--- config.mk ---
export PLATFORM = sky130hd
export DESIGN_NAME = trap_csr_unit_flat
export DESIGN_NICKNAME = d
export VERILOG_FILES = /design/src/rtl/trap_csr_unit_if.sv /design/src/rtl/trap_csr_unit.sv /design/src/flat_wrapper.sv
export SDC_FILE = /design/constraint.sdc
export NUM_CORES = 1
export LEC_CHECK = 0
export ABC_AREA = 1
export BUFFER_PORTS_ARGS = -buffer_cell sky130_fd_sc_hd__buf_4
export CAP_MARGIN = 15
export CORE_ASPECT_RATIO = 2
export CORE_UTILIZATION = 26
export CTS_BUF_LIST = sky130_fd_sc_hd__clkbuf_4 sky130_fd_sc_hd__clkbuf_8 sky130_fd_sc_hd__clkbuf_16
export DETAILED_ROUTE_END_ITERATION = 8
export PLACE_DENSITY = 0.51
export REMOVE_ABC_BUFFERS = 1
export SYNTH_ARGS = -nofsm -noshare
export SYNTH_HDL_FRONTEND = slang
export SYNTH_SLANG_ARGS = --single-unit
--- constraint.sdc ---
create_clock -name clk -period 2.4 [get_ports clk]
set_clock_uncertainty 0.15 [all_clocks]
set_input_delay 0.24 -clock clk [delete_from_list [all_inputs] [get_ports clk]]
set_output_delay 0.24 -clock clk [all_outputs]
set_load 0.02 [all_outputs]
--- src/rtl/trap_csr_unit_if.sv ---
// rtl/trap_csr_unit_if.sv - trap packet types and the trap/CSR port interface of trap_csr_unit
package trap_csr_unit_pkg;
  typedef enum logic [1:0] {
    TRAP_NONE   = 2'd0,
    TRAP_ENTER  = 2'd1,
    TRAP_RETURN = 2'd2
  } trap_mode_e;

  typedef struct packed {
    logic        valid;
    trap_mode_e  mode;
    logic [4:0]  cause;
    logic [31:0] pc;
    logic [31:0] tval;
  } trap_pkt_t;
endpackage

interface trap_csr_unit_if;
  import trap_csr_unit_pkg::*;

  trap_pkt_t   trap_pkt;
  logic        retire;
  logic [11:0] csr_addr;
  logic [1:0]  csr_op;
  logic [31:0] csr_wdata;
  logic [31:0] csr_rdata;
  logic        csr_illegal;
  logic        redirect_valid;
  logic [31:0] redirect_pc;
  logic        mie_out;

  modport master (
    output trap_pkt, retire, csr_addr, csr_op, csr_wdata,
    input  csr_rdata, csr_illegal, redirect_valid, redirect_pc, mie_out
  );

  modport slave (
    input  trap_pkt, retire, csr_addr, csr_op, csr_wdata,
    output csr_rdata, csr_illegal, redirect_valid, redirect_pc, mie_out
  );
endinterface

--- src/rtl/trap_csr_unit.sv ---
// rtl/trap_csr_unit.sv - M-mode trap state, CSR read/modify/write port and PC redirect
// Optional mcycle/minstret counters are built when TRAP_CSR_COUNTERS_EN is defined.
module trap_csr_unit
  import trap_csr_unit_pkg::*;
#(
  parameter logic [31:0] RESET_MTVEC = 32'h0000_0000,
  parameter logic [31:0] MHARTID     = 32'h0000_0000
) (
  input logic           clk,
  input logic           reset,
  trap_csr_unit_if.slave bus
);
  localparam logic [11:0] ADDR_MSTATUS  = 12'h300;
  localparam logic [11:0] ADDR_MTVEC    = 12'h305;
  localparam logic [11:0] ADDR_MSCRATCH = 12'h340;
  localparam logic [11:0] ADDR_MEPC     = 12'h341;
  localparam logic [11:0] ADDR_MCAUSE   = 12'h342;
  localparam logic [11:0] ADDR_MTVAL    = 12'h343;
  localparam logic [11:0] ADDR_MHARTID  = 12'hF14;
  localparam logic [11:0] ADDR_MCYCLE   = 12'hB00;
  localparam logic [11:0] ADDR_MINSTRET = 12'hB80;
  localparam logic [11:0] ADDR_MCYCLEH  = 12'hB02;
  localparam logic [11:0] ADDR_MINSTRETH= 12'hB82;

  localparam logic [1:0] OP_NONE  = 2'b00;
  localparam logic [1:0] OP_WRITE = 2'b01;
  localparam logic [1:0] OP_SET   = 2'b10;

  logic        mie, mpie;
  logic [31:0] mepc, mcause, mtval, mtvec, mscratch;
  logic [31:0] rdata, wval;
  logic        implemented, read_only, illegal, wr_en;
  logic        trap_valid, trap_enter, trap_return;

`ifdef TRAP_CSR_COUNTERS_EN
  logic [63:0] mcycle, minstret;
`endif

  assign trap_valid  = bus.trap_pkt.valid;
  assign trap_enter  = trap_valid && (bus.trap_pkt.mode == TRAP_ENTER);
  assign trap_return = trap_valid && (bus.trap_pkt.mode == TRAP_RETURN);

  always_comb begin
    rdata       = 32'h0;
    implemented = 1'b1;
    read_only   = 1'b0;
    case (bus.csr_addr)
      ADDR_MSTATUS:  rdata = {19'h0, 2'b11, 3'h0, mpie, 3'h0, mie, 3'h0};
      ADDR_MTVEC:    rdata = mtvec;
      ADDR_MSCRATCH: rdata = mscratch;
      ADDR_MEPC:     rdata = mepc;
      ADDR_MCAUSE:   rdata = mcause;
      ADDR_MTVAL:    rdata = mtval;
      ADDR_MHARTID: begin
        rdata     = MHARTID;
        read_only = 1'b1;
      end
`ifdef TRAP_CSR_COUNTERS_EN
      ADDR_MCYCLE:    rdata = mcycle[31:0];
      ADDR_MCYCLEH:   rdata = mcycle[63:32];
      ADDR_MINSTRET:  rdata = minstret[31:0];
      ADDR_MINSTRETH: rdata = minstret[63:32];
`endif
      default: implemented = 1'b0;
    endcase
  end

  // set/clear with zero data is a pure read, so it stays legal on read-only CSRs
  assign illegal = (bus.csr_op != OP_NONE) &&
                   (!implemented ||
                    (read_only && (bus.csr_op == OP_WRITE || bus.csr_wdata != 32'h0)));

  always_comb begin
    case (bus.csr_op)
      OP_WRITE: wval = bus.csr_wdata;
      OP_SET:   wval = rdata | bus.csr_wdata;
      default:  wval = rdata & ~bus.csr_wdata;
    endcase
  end

  assign wr_en = (bus.csr_op != OP_NONE) && !illegal && !trap_valid;

  always_ff @(posedge clk) begin
    if (reset) begin
      mie      <= 1'b0;
      mpie     <= 1'b0;
      mepc     <= 32'h0;
      mcause   <= 32'h0;
      mtval    <= 32'h0;
      mscratch <= 32'h0;
      mtvec    <= {RESET_MTVEC[31:2], 2'b00};
    end else if (trap_enter) begin
      mepc   <= {bus.trap_pkt.pc[31:2], 2'b00};
      mcause <= {27'h0, bus.trap_pkt.cause};
      mtval  <= bus.trap_pkt.tval;
      mpie   <= mie;
      mie    <= 1'b0;
    end else if (trap_return) begin
      mie  <= mpie;
      mpie <= 1'b1;
    end else if (wr_en) begin
      case (bus.csr_addr)
        ADDR_MSTATUS: begin
          mie  <= wval[3];
          mpie <= wval[7];
        end
        ADDR_MTVEC:    mtvec    <= {wval[31:2], 2'b00};
        ADDR_MSCRATCH: mscratch <= wval;
        ADDR_MEPC:     mepc     <= {wval[31:2], 2'b00};
        ADDR_MCAUSE:   mcause   <= wval;
        ADDR_MTVAL:    mtval    <= wval;
        default: ;
      endcase
    end
  end

`ifdef TRAP_CSR_COUNTERS_EN
  // a software write to either half wins over that cycle's increment
  always_ff @(posedge clk) begin
    if (reset) begin
      mcycle   <= 64'h0;
      minstret <= 64'h0;
    end else begin
      if (wr_en && bus.csr_addr == ADDR_MCYCLE)       mcycle[31:0]  <= wval;
      else if (wr_en && bus.csr_addr == ADDR_MCYCLEH) mcycle[63:32] <= wval;
      else                                            mcycle        <= mcycle + 64'd1;

      if (wr_en && bus.csr_addr == ADDR_MINSTRET)       minstret[31:0]  <= wval;
      else if (wr_en && bus.csr_addr == ADDR_MINSTRETH) minstret[63:32] <= wval;
      else if (bus.retire && !trap_valid)               minstret        <= minstret + 64'd1;
    end
  end
`else
  logic unused_retire;
  assign unused_retire = bus.retire;
`endif

  logic unused_pc_bits;
  assign unused_pc_bits = ^bus.trap_pkt.pc[1:0];

  assign bus.csr_rdata      = implemented ? rdata : 32'h0;
  assign bus.csr_illegal    = illegal;
  assign bus.redirect_valid = trap_valid && (bus.trap_pkt.mode != TRAP_NONE);
  assign bus.redirect_pc    = trap_enter  ? mtvec :
                              trap_return ? mepc  : 32'h0;
  assign bus.mie_out        = mie;
endmodule

--- src/flat_wrapper.sv ---
// flat-port wrapper written by rule: the top's interface ports become plain ports
module trap_csr_unit_flat import trap_csr_unit_pkg::*;
#(
  parameter logic [31:0] RESET_MTVEC = 32'h0000_0000,
  parameter logic [31:0] MHARTID     = 32'h0000_0000
)
  (clk, reset, bus_trap_pkt, bus_retire, bus_csr_addr, bus_csr_op, bus_csr_wdata, bus_csr_rdata, bus_csr_illegal, bus_redirect_valid, bus_redirect_pc, bus_mie_out);
  trap_csr_unit_if bus_i ();
  input logic clk;
  input logic reset;
  input wire logic [$bits(bus_i.trap_pkt)-1:0] bus_trap_pkt;
  input wire logic [$bits(bus_i.retire)-1:0] bus_retire;
  input wire logic [$bits(bus_i.csr_addr)-1:0] bus_csr_addr;
  input wire logic [$bits(bus_i.csr_op)-1:0] bus_csr_op;
  input wire logic [$bits(bus_i.csr_wdata)-1:0] bus_csr_wdata;
  output wire logic [$bits(bus_i.csr_rdata)-1:0] bus_csr_rdata;
  output wire logic [$bits(bus_i.csr_illegal)-1:0] bus_csr_illegal;
  output wire logic [$bits(bus_i.redirect_valid)-1:0] bus_redirect_valid;
  output wire logic [$bits(bus_i.redirect_pc)-1:0] bus_redirect_pc;
  output wire logic [$bits(bus_i.mie_out)-1:0] bus_mie_out;
  assign bus_i.trap_pkt = bus_trap_pkt;
  assign bus_i.retire = bus_retire;
  assign bus_i.csr_addr = bus_csr_addr;
  assign bus_i.csr_op = bus_csr_op;
  assign bus_i.csr_wdata = bus_csr_wdata;
  assign bus_csr_rdata = bus_i.csr_rdata;
  assign bus_csr_illegal = bus_i.csr_illegal;
  assign bus_redirect_valid = bus_i.redirect_valid;
  assign bus_redirect_pc = bus_i.redirect_pc;
  assign bus_mie_out = bus_i.mie_out;
  trap_csr_unit #(.RESET_MTVEC(RESET_MTVEC), .MHARTID(MHARTID)) u_core (.clk(clk), .reset(reset), .bus(bus_i));
endmodule
==> out/results.ini, run 1 <==
[final_layout]
layout.cells.non_filler = 2343
fillerInstances = 3960
antenna_cells = 0
area_growth_pct = 39.2
regArea_sq_um = 3160
multiInputGateArea_sq_um = 5540
layout.nets = 1995
drive_gt1_frac = 0.214
final_cell_mix = nand2_1, buf_4, inv_1
layout_commonest_cell = nand2_1

[timing]
tightest_slew_ps = 586
final_max_slew_viol_count = 0
period_share = 0.964
fmax_mhz = 432
period_minus_slack_ps = 2310
hold_viol = 0
setup_viol = 0
relSlewSlack = 0.609
holdWs_ps = 19.7

[global_route]
grt_max_degree = 116
grt-ovfl-total = 0
grt_usage = 0.236
grt_antenna_before_repair = 0
grt_pass1_vias = 11800
grt_pass1_wl_um = 68000

[worst_setup_path]
critical_path_peak_fanout = 10
end_kind = register
crit_required_ps = 2640
crit_path_start_kind = input port
critPathArrivalTime_ps = 2550
critPathKind = in2reg

[floorplanning]
io_pins = 188
die_x_um = 139
start_util = 0.263
rows = 100
die-area_sq_um = 38400
core_area_sq_um = 37200
die_h_um = 276

[yosys]
synth_warnings = 0
synth_top_area_cell = dfxtp_1
synth.area.top_cells = dfxtp_1, nand2_1, nand3_1
synth_top_cell_area_share = 0.323
syn-cell-area_sq_um = 9780
synthDistinctLibCells = 40
ys_seq_area_frac = 0.323
postSynthRegisterBits = 158
synthArstFlopShare = 0
synth_cells = 1588
synth_area_per_cell_sq_um = 6.16
ys.flop_type = dfxtp_1
synth_edf_count = 0

[pwr]
comb_power_share = 0.151
p_per_area_nw_per_um2 = 481
swShare = 0.279
clkPwrFrac = 0.434
p_seq_frac = 0.415
p_int_mw = 4.71
leakagePower_nw = 6.58
ir_worst_vdd_mv = 0.496
switchingPower_mw = 1.83

[clock_tree]
clockBufferDepth = 2
cts_root_buf = clkbuf_16
cts_max_level = 4
clk_latency_ps = 440
cts_inserted_buffers = 17
cts_sinks = 158
cts_tree = built
clkTransAtPathRegs_ps = 70

[routing]
drc = 10
wl_per_cell_um = 19.2
postRouteWirelength_um = 45000
ant_nets = 0
first_iter_violations = 939
via_count = 11800
dr.pass1.iters = 8
routed_via_density = 5.03

[run]
drv.max_cap_violation_count = 0

[placement]
dp_hpwl_um = 32700
dp.cells = 2259
place_congestion = 0.904
port-buffer-count = 182

[run_status]
violations = DRC
status = complete, but fails checks

[min_path]
hp-class = in2reg

[worst max-delay path, stage by stage]
cell           delay [ps]
buf_4                 120
inv_1                  60
nand2_1                50
nor2_1                230
buf_6                 240
buf_12                160
nand3_1                80
nand2_1                70
nor2_1                 40
nand2_1               110
nand2_1                60
nand2_1                90
nand3_1               160
nand2_1               120
nand2_1                50
a21oi_1               120
dlygate4sd3_1         560
[per-stage QoR]
step	TNS, ps	util	setup WS [ps]	instance area [sq um]	power (mW)
3_5_place_dp	-50.9	0.335	-22.7	12400	3.69
5_1_grt	-0.893	0.366	-0.893	13600	6.78
4_1_cts	0	0.365	31.9	13500	6.60
6_report	0	0.366	86.9	13600	6.54
3_3_place_gp	0	0.335	22.8	12400	3.68
2_1_floorplan	-820340	-	-6790	9330	3.21
[state kept, by name, indices dropped and copies added, names as in the netlist]
signal,flops
u_core.bus.mie_out,1
u_core.mcause,32
u_core.mepc,30
u_core.mpie,1
u_core.mscratch,32
u_core.mtval,32
u_core.mtvec,30
[synthesized netlist by cell type, types with 9 or more instances]
cell,n
a21boi_0,9
a21oi_1,123
a21oi_2,13
a22o_1,11
buf_1,11
buf_2,24
clkbuf_1,45
dfxtp_1,158
inv_1,166
inv_2,10
mux2i_1,9
nand2_1,474
nand3_1,159
nand3b_1,31
nand4_1,11
nor2_1,104
o21ai_0,143
o21ai_1,18
o221ai_1,9
[timing repair]
action,CTS,global route
hold buffers,50,0
resized for setup,0,17
setup buffers,0,2
endpoints found under the hold margin,52,0
endpoints found under the setup margin,0,13
[worst paths after layout]
kind	cells past startpoint	endpoint	slack, ps	startpoint
min	4	u_core.mtval[1]$_SDFFE_PP0P_	20	bus_trap_pkt[1]
min reg2reg	2	u_core.mcause[12]$_SDFFE_PP0P_	300	u_core.mcause[12]$_SDFFE_PP0P_
max reg2reg	11	u_core.mcause[3]$_SDFFE_PP0P_	290	u_core.bus.mie_out$_SDFFE_PP0P_
max	17	u_core.mcause[3]$_SDFFE_PP0P_	90	bus_csr_addr[3]
[layout make-up]
type | count | area share
inverters | 180 | 0.0498
well taps | 459 | 0.0422
repair buffers | 355 | 0.224
multi-input cells | 1159 | 0.407
flip-flops and latches | 158 | 0.232
clock buffers | 21 | 0.0348
clock inverters | 11 | 0.00974
[routing by layer]
layer | vias up | track usage | share of wire
li1 | 5708 | - | -
met1 | 5500 | 0.246 | 0.36
met2 | 438 | 0.428 | 0.51
met3 | 135 | 0.0312 | 0.048
met4 | 0 | 0.179 | 0.078
met5 | - | 0 | 0
[power groups by stage]
stage	logic, mW	clock network [mW]	registers (mW)
2_1_floorplan	0.448	0	2.76
3_3_place_gp	0.910	0	2.77
3_5_place_dp	0.919	0	2.77
4_1_cts	0.985	2.90	2.71
5_1_grt	1.08	2.98	2.72
6_report	0.988	2.84	2.72
[logic make-up after synthesis]
logic type / count (synthesis) / share of synthesized area
simple gates: 813 / 0.361
compound gates: 332 / 0.186
buf+inv: 272 / 0.115
flops: 158 / 0.323
mux: 9 / 0.00921
fa+ha+maj: 3 / 0.00384
other cells: 1 / 0.000383
(Power assumes the default switching activity.)
==> run 2, diff against run 1 <==
ABC_AREA = unset   (was 1)
==> run 2 against run 1 <==
- the flow now finishes without violations
- die area down 12%
- global-route usage decreased by 0.95 points
- routed wire length decreased by 16%
- non-clock buffer count fell by 10
- maximum frequency is 0.88% higher
- clock power is 7.0% lower
- final cell count down 27%
==> out/results.ini, run 2 <==
[routing]
postRouteWirelength_um = 38000  ; -16%
dr.pass1.iters = 5  ; -3
drc = 0  ; -10
wl_per_cell_um = 22.2  ; +15%
via_count = 9410  ; -20%
routed_via_density = 5.48  ; +9.1%
ant_nets = 0  ; unchanged
first_iter_violations = 566  ; -40%

[worst_setup_path]
crit_top_cell = buf_4
critPathArrivalTime_ps = 1900  ; -650 ps
cp-startpoint = bus_csr_addr[7]
end_kind = output pin
r2r-start = u_core.mtval[3]$_SDFFE_PP0P_
crit_chain = buf_4 > nor4b_4 > buf_4 > nand3_1 > buf_4 > o22ai_1 > buf_4 > buf_4
slowest_stage = nor4b_4
critPathKind = in2out
crit_required_ps = 2010  ; -630 ps
critical_path_peak_fanout = 14  ; +4
crit_path_start_kind = input port
max_stage_delay_ps = 330  ; -230 ps

[pwr]
leakagePower_nw = 4.64  ; -30%
p_per_area_nw_per_um2 = 522  ; +8.5%
switchingPower_mw = 1.66  ; -9.0%
power_mw = 6.30  ; -3.7%
p_seq_frac = 0.427  ; +0.012
clkPwrFrac = 0.418  ; -0.016
comb_power_share = 0.154  ; +0.003
swShare = 0.264  ; -0.0153
p_int_mw = 4.64  ; -1.6%
ir_worst_vdd_mv = 0.356  ; -28%

[min_path]
hp-class = in2reg
worstHoldStart = bus_csr_wdata[15]

[timing]
rsz0062_at_grt = false
period_minus_slack_ps = 2290  ; -20.2 ps
final_max_slew_viol_count = 0  ; unchanged
fmax_mhz = 436  ; +0.88%
tightest_slew_ps = 579  ; -6.41 ps
hold_viol = 0  ; unchanged
setup_viol = 0  ; unchanged
relSlewSlack = 0.610  ; +0.000709
period_share = 0.955  ; -0.00840

[yosys]
ys_seq_area_frac = 0.370  ; +0.0467
postSynthRegisterBits = 158  ; unchanged
synth_area_per_cell_sq_um = 8.37  ; +36%
synth_cells = 1021  ; -36%
synth.most_common_cell = dfxtp_1
synth_warnings = 0  ; unchanged
synth_edf_count = 0  ; unchanged
synthDistinctLibCells = 61  ; +53%
ys.flop_type = dfxtp_1
synth_top_cell_area_share = 0.370  ; +0.0467
synthArstFlopShare = 0  ; unchanged
syn-cell-area_sq_um = 8540  ; -13%
synth_top_area_cell = dfxtp_1
synth.area.top_cells = dfxtp_1, o22ai_1, nand2_1
synth_commonest_cells = dfxtp_1, nand2_1, nor2_1

[floorplanning]
die-area_sq_um = 33600  ; -12%
rows = 93  ; -7.0%
start_util = 0.265  ; +0.00193
io_pins = 188  ; unchanged
core_area_sq_um = 32200  ; -13%
die_x_um = 130  ; -6.4%
die_h_um = 258  ; -6.5%

[clock_tree]
cts_root_buf = clkbuf_16
clk_latency_ps = 440  ; about the same
cts_max_level = 4  ; unchanged
cts_tree = built
clkTransAtPathRegs_ps = 60  ; about the same
clockBufferDepth = 2  ; unchanged
cts_setup_buffers = 0  ; unchanged
cts_sinks = 158  ; unchanged
cts_inserted_buffers = 17  ; unchanged

[global_route]
grt_antenna_before_repair = 2  ; +2
grt_max_degree = 36  ; -69%
grt-ovfl-total = 0  ; unchanged
grt_usage = 0.227  ; -0.00946
grt_pass1_wl_um = 56000  ; -18%
grt_pass1_vias = 9422  ; -20%

[run]
drv.max_cap_violation_count = 0  ; unchanged

[placement]
dpl_cell_area_sq_um = 10900  ; -13%
port-buffer-count = 182  ; unchanged
dp.cells = 1618  ; -28%
dp_hpwl_um = 27300  ; -16%
place_congestion = 0.847  ; -6.3%

[final_layout]
fillerInstances = 3413  ; -14%
reg.largest.list = u_core.mcause (32), u_core.mscratch (32), u_core.mtval (32)
regArea_sq_um = 3160  ; unchanged
final_cell_mix = buf_4, dfxtp_1, nand2_1
stdcell_area_sq_um = 12100  ; -11%
fin_util = 0.375  ; +0.00851
drive_gt1_frac = 0.277  ; +0.0633
layout_commonest_cell = buf_4
area_growth_pct = 41.4
multiInputGateArea_sq_um = 4870  ; -12%
layout.cells.non_filler = 1716  ; -27%
layout.nets = 1401  ; -30%

[run_status]
status = finished clean

[run 2: changes by cell type after synthesis, moves of 27 or more]
cell	change
nand2_1	-362
inv_1	-160
nand3_1	-151
o21ai_0	-91
a21oi_1	-77
o22ai_1	+73
a31oi_1	+53
and4_1	+48
nand3b_1	-31
o21ai_1	+27
[run 2: power groups by stage]
stage	logic (mW)	registers, mW	clock network [mW]
2_1_floorplan	0.367	2.74	0
3_3_place_gp	0.875	2.75	0
3_5_place_dp	0.880	2.75	0
4_1_cts	0.970	2.69	2.69
5_1_grt	1.03	2.70	2.78
6_report	0.972	2.69	2.64
[run 2: logic make-up (layout without fill, tap and decap cells)]
group           Yosys count  after routing  share of synthesized area
compound gates          399            399                      0.318
fa+ha+maj                 3              3                    0.00439
buf+inv                 115            381                     0.0614
flops                   158            158                      0.370
mux                      48             48                     0.0655
other cells               1              3                   0.000439
simple gates            297            297                      0.180
[run 2: repair_timing]
item	4_1_cts	5_1_grt
endpoints found under the hold margin	67	0
endpoints found under the setup margin	0	1
hold buffers	67	0
gates resized for setup	0	1
[run 2: through the flow]
stage               setup TNS, ps  hold slack (ps)  setup slack (ps)
finish                          0             34.9               107
floorplan                 -283120              159             -2120
global placement                0              280              44.6
global route                    0             46.1              45.9
CTS                             0             10.6              88.7
detailed placement              0              287              26.2
[run 2: worst paths after layout]
check,to,slack [ps],cells past startpoint
hold / removal,u_core.mtval[15]$_SDFFE_PP0P_,30,3
hold reg to reg,u_core.mcause[7]$_SDFFE_PP0P_,300,2
setup reg to reg,u_core.bus.mie_out$_SDFFE_PP0P_,440,5
setup / recovery,bus_csr_rdata[23],110,8
[run 2: cell type report]
class,instances,area share
inverters,6,0.00207
clock buffers,23,0.0410
multi-input cells,749,0.403
well taps,427,0.0442
repair buffers,345,0.243
flip-flops and latches,158,0.262
clock inverters,7,0.00518
diodes,1,0.000207
[run 2: routing by layer]
| metal | GRT usage | vias up | wire [um] |
|---|---|---|---|
| met3 | 0.0372 | 98 | 1910 |
| met5 | 0 | - | 13 |
| met1 | 0.246 | 4529 | 14400 |
| li1 | - | 4398 | - |
| met2 | 0.408 | 383 | 19700 |
| met4 | 0.130 | 2 | 2070 |
[run 2: worst max-delay path: cells and delay by family]
| family | cells | cell delay (ps) |
|---|---|---|
| buffers and inverters | 5 | 900 |
| AND/OR/NAND/NOR | 2 | 470 |
| AO/OA/AOI/OAI | 1 | 290 |
==> run 3, diff against run 2 <==
--- a/config.mk
+++ b/config.mk
@@ -9,8 +9,8 @@
 export CAP_MARGIN = 15
 export CORE_ASPECT_RATIO = 2
-export CORE_UTILIZATION = 26
+export CORE_UTILIZATION = 50
 export CTS_BUF_LIST = sky130_fd_sc_hd__clkbuf_4 sky130_fd_sc_hd__clkbuf_8 sky130_fd_sc_hd__clkbuf_16
 export DETAILED_ROUTE_END_ITERATION = 8
-export PLACE_DENSITY = 0.51
+export PLACE_DENSITY = 0.81
 export REMOVE_ABC_BUFFERS = 1
 export SYNTH_ARGS = -nofsm -noshare
==> constraint.sdc (replaced) <==
create_clock -name clk -period 2.5 [get_ports clk]
set_clock_uncertainty 0.15 [all_clocks]
set_input_delay 0.125 -clock clk [delete_from_list [all_inputs] [get_ports clk]]
set_output_delay 0.125 -clock clk [all_outputs]
set_load 0.02 [all_outputs]
==> run 3 against run 2 <==
- register-to-register slack worse by 400 ps
- flip-flop and latch count unchanged
- first-iteration DRC count up 120%
- sequential power down 4%
- routed wire length down 5.7%
- hold slack worse by 30 ps
- non-clock buffer count up 36
- global-route usage up 18 points
- die area down 48%
- critical path depth down 2
- final cell count down 11%
- final area up 1.1%
- largest cell class unchanged
==> out/results.ini, run 3 (same netlist as run 2, synthesis figures left out) <==
[run_status]
status = finished clean

[routing]
drc = 0  ; unchanged
first_iter_violations = 1249  ; +120%
dr.pass1.iters = 8  ; +3
ant_nets = 0  ; unchanged
postRouteWirelength_um = 35900  ; -5.7%
routed_via_density = 6.81  ; +24%
via_count = 10400  ; +11%
wl_per_cell_um = 23.4  ; +5.6%

[run]
drv.max_cap_violation_count = 0  ; unchanged

[floorplanning]
start_util = 0.510  ; +0.245
die_h_um = 187  ; -28%
die_x_um = 94.4  ; -27%
rows = 67  ; -28%
io_pins = 188  ; unchanged
die-area_sq_um = 17600  ; -48%
core_area_sq_um = 16800  ; -48%

[pwr]
leakagePower_nw = 4.85  ; +4.7%
power_mw = 6.23  ; -1.1%
p_per_area_nw_per_um2 = 510  ; -2.2%
ir_worst_vdd_mv = 0.602  ; +69%

[final_layout]
multiInputGateArea_sq_um = 4870  ; +0.10%
regArea_sq_um = 3160  ; unchanged
reg.largest.list = u_core.mcause (32), u_core.mscratch (32), u_core.mtval (32)
antenna_cells = 0  ; -1
final_cell_mix = buf_4, dfxtp_1, dlygate4sd3_1
area_growth_pct = 43.0
layout.cells.non_filler = 1533  ; -11%
layout_commonest_cell = buf_4
drive_gt1_frac = 0.247  ; -0.0306
layout.nets = 1437  ; +2.6%
fillerInstances = 1177  ; -66%
stdcell_area_sq_um = 12200  ; +1.1%

[global_route]
grt-ovfl-total = 0  ; unchanged
grt_pass1_wl_um = 54900  ; -1.9%
grt_max_degree = 93  ; +160%
grt_usage = 0.409  ; +0.182
grt_pass1_vias = 10400  ; +10%
grt_antenna_before_repair = 0  ; -2

[clock_tree]
clkTransAtPathRegs_ps = 60  ; about the same
cts_root_buf = clkbuf_16
clk_latency_ps = 440  ; about the same
cts_sinks = 158  ; unchanged
cts_inserted_buffers = 17  ; unchanged
cts_tree = built
clockBufferDepth = 2  ; unchanged
cts_max_level = 4  ; unchanged

[timing]
period_share = 0.984
setup_viol = 0  ; unchanged
fmax_mhz = 406
tightest_slew_ps = 551  ; -28.4 ps
relSlewSlack = 0.633  ; +0.0225
final_max_slew_viol_count = 0  ; unchanged
hold_viol = 0  ; unchanged
rsz0062_at_grt = false
holdWs_ps = 4.78  ; -30.2 ps
setup_tns_ps = 0  ; unchanged
period_minus_slack_ps = 2460

[placement]
place_congestion = 1.01  ; +20%
dp.cells = 1363  ; -16%
dpl_cell_area_sq_um = 10200  ; -5.6%
dp_hpwl_um = 21700  ; -20%
port-buffer-count = 182  ; unchanged

[worst_setup_path]
end_kind = register
slowest_stage = dlygate4sd3_1
crit_required_ps = 2670  ; +660 ps
critPathKind = reg2reg
critical_path_peak_fanout = 4  ; -10
crit_chain = mux4_2 > a221oi_2 > nor4_1 > a21oi_2 > o221ai_1 > dlygate4sd3_1
critPathArrivalTime_ps = 2630  ; +730 ps
max_stage_delay_ps = 590  ; +260 ps
crit_path_start_kind = register

[min_path]
hp-class = in2reg

-- run 3: timing repair --
item	CTS	global route
endpoints found under the setup margin	0	7
resized for setup	0	2
hold buffers	136	0
setup buffers	0	2
endpoints found under the hold margin	109	0
-- run 3: path summary, 6_finish.rpt --
| check | start | to | slack [ps] | cells after the start |
|---|---|---|---|---|
| min | bus_csr_wdata[1] | u_core.mscratch[1]$_SDFFE_PP0P_ | 5 | 4 |
| min reg2reg | u_core.mcause[24]$_SDFFE_PP0P_ | u_core.mcause[24]$_SDFFE_PP0P_ | 300 | 2 |
| max | u_core.mcause[12]$_SDFFE_PP0P_ | u_core.mepc[12]$_SDFFE_PP0P_ | 40 | 6 |
| max reg2reg | u_core.mcause[12]$_SDFFE_PP0P_ | u_core.mepc[12]$_SDFFE_PP0P_ | 40 | 6 |
-- run 3: layer usage --
metal | vias up | global-route usage | routed length, um
met2 | 890 | 0.657 | 17000
met3 | 282 | 0.0789 | 3780
met4 | 0 | 0.341 | 3230
met1 | 4784 | 0.452 | 11900
met5 | - | 0 | 0
li1 | 4479 | - | -
-- run 3: layout make-up --
| class | count | area share |
|---|---|---|
| multi-input combinational | 749 | 0.399 |
| sequential | 158 | 0.259 |
| tap | 207 | 0.0212 |
| clock buffer | 18 | 0.0359 |
| timing repair buffer | 381 | 0.270 |
| inverter | 6 | 0.00205 |
| clock inverter | 14 | 0.0128 |
-- run 3: critical path, delay by kind of cell, from the launching register on --
kind	cells	cell delay [ps]
multiplexers	1	470
AO/OA/AOI/OAI	3	680
AND/OR/NAND/NOR	1	110
buffers and inverters	1	590
flip-flops	1	330
-- run 3: where the power goes --
part           internal (mW)  leakage (nW)  switching (mW)  total (mW)
registers               2.56          1.28          0.0294        2.59
clock network           1.51         0.281            1.16        2.67
logic                  0.445          3.29           0.525       0.970
-- run 3: through the flow --
step / setup slack, ps / util
final: 39.2 / 0.729
after global routing: 8.57 / 0.729
after CTS: 77.3 / 0.727
after detailed placement: 216 / 0.611
after global placement: 260 / 0.611
after floorplan: -1900 / -
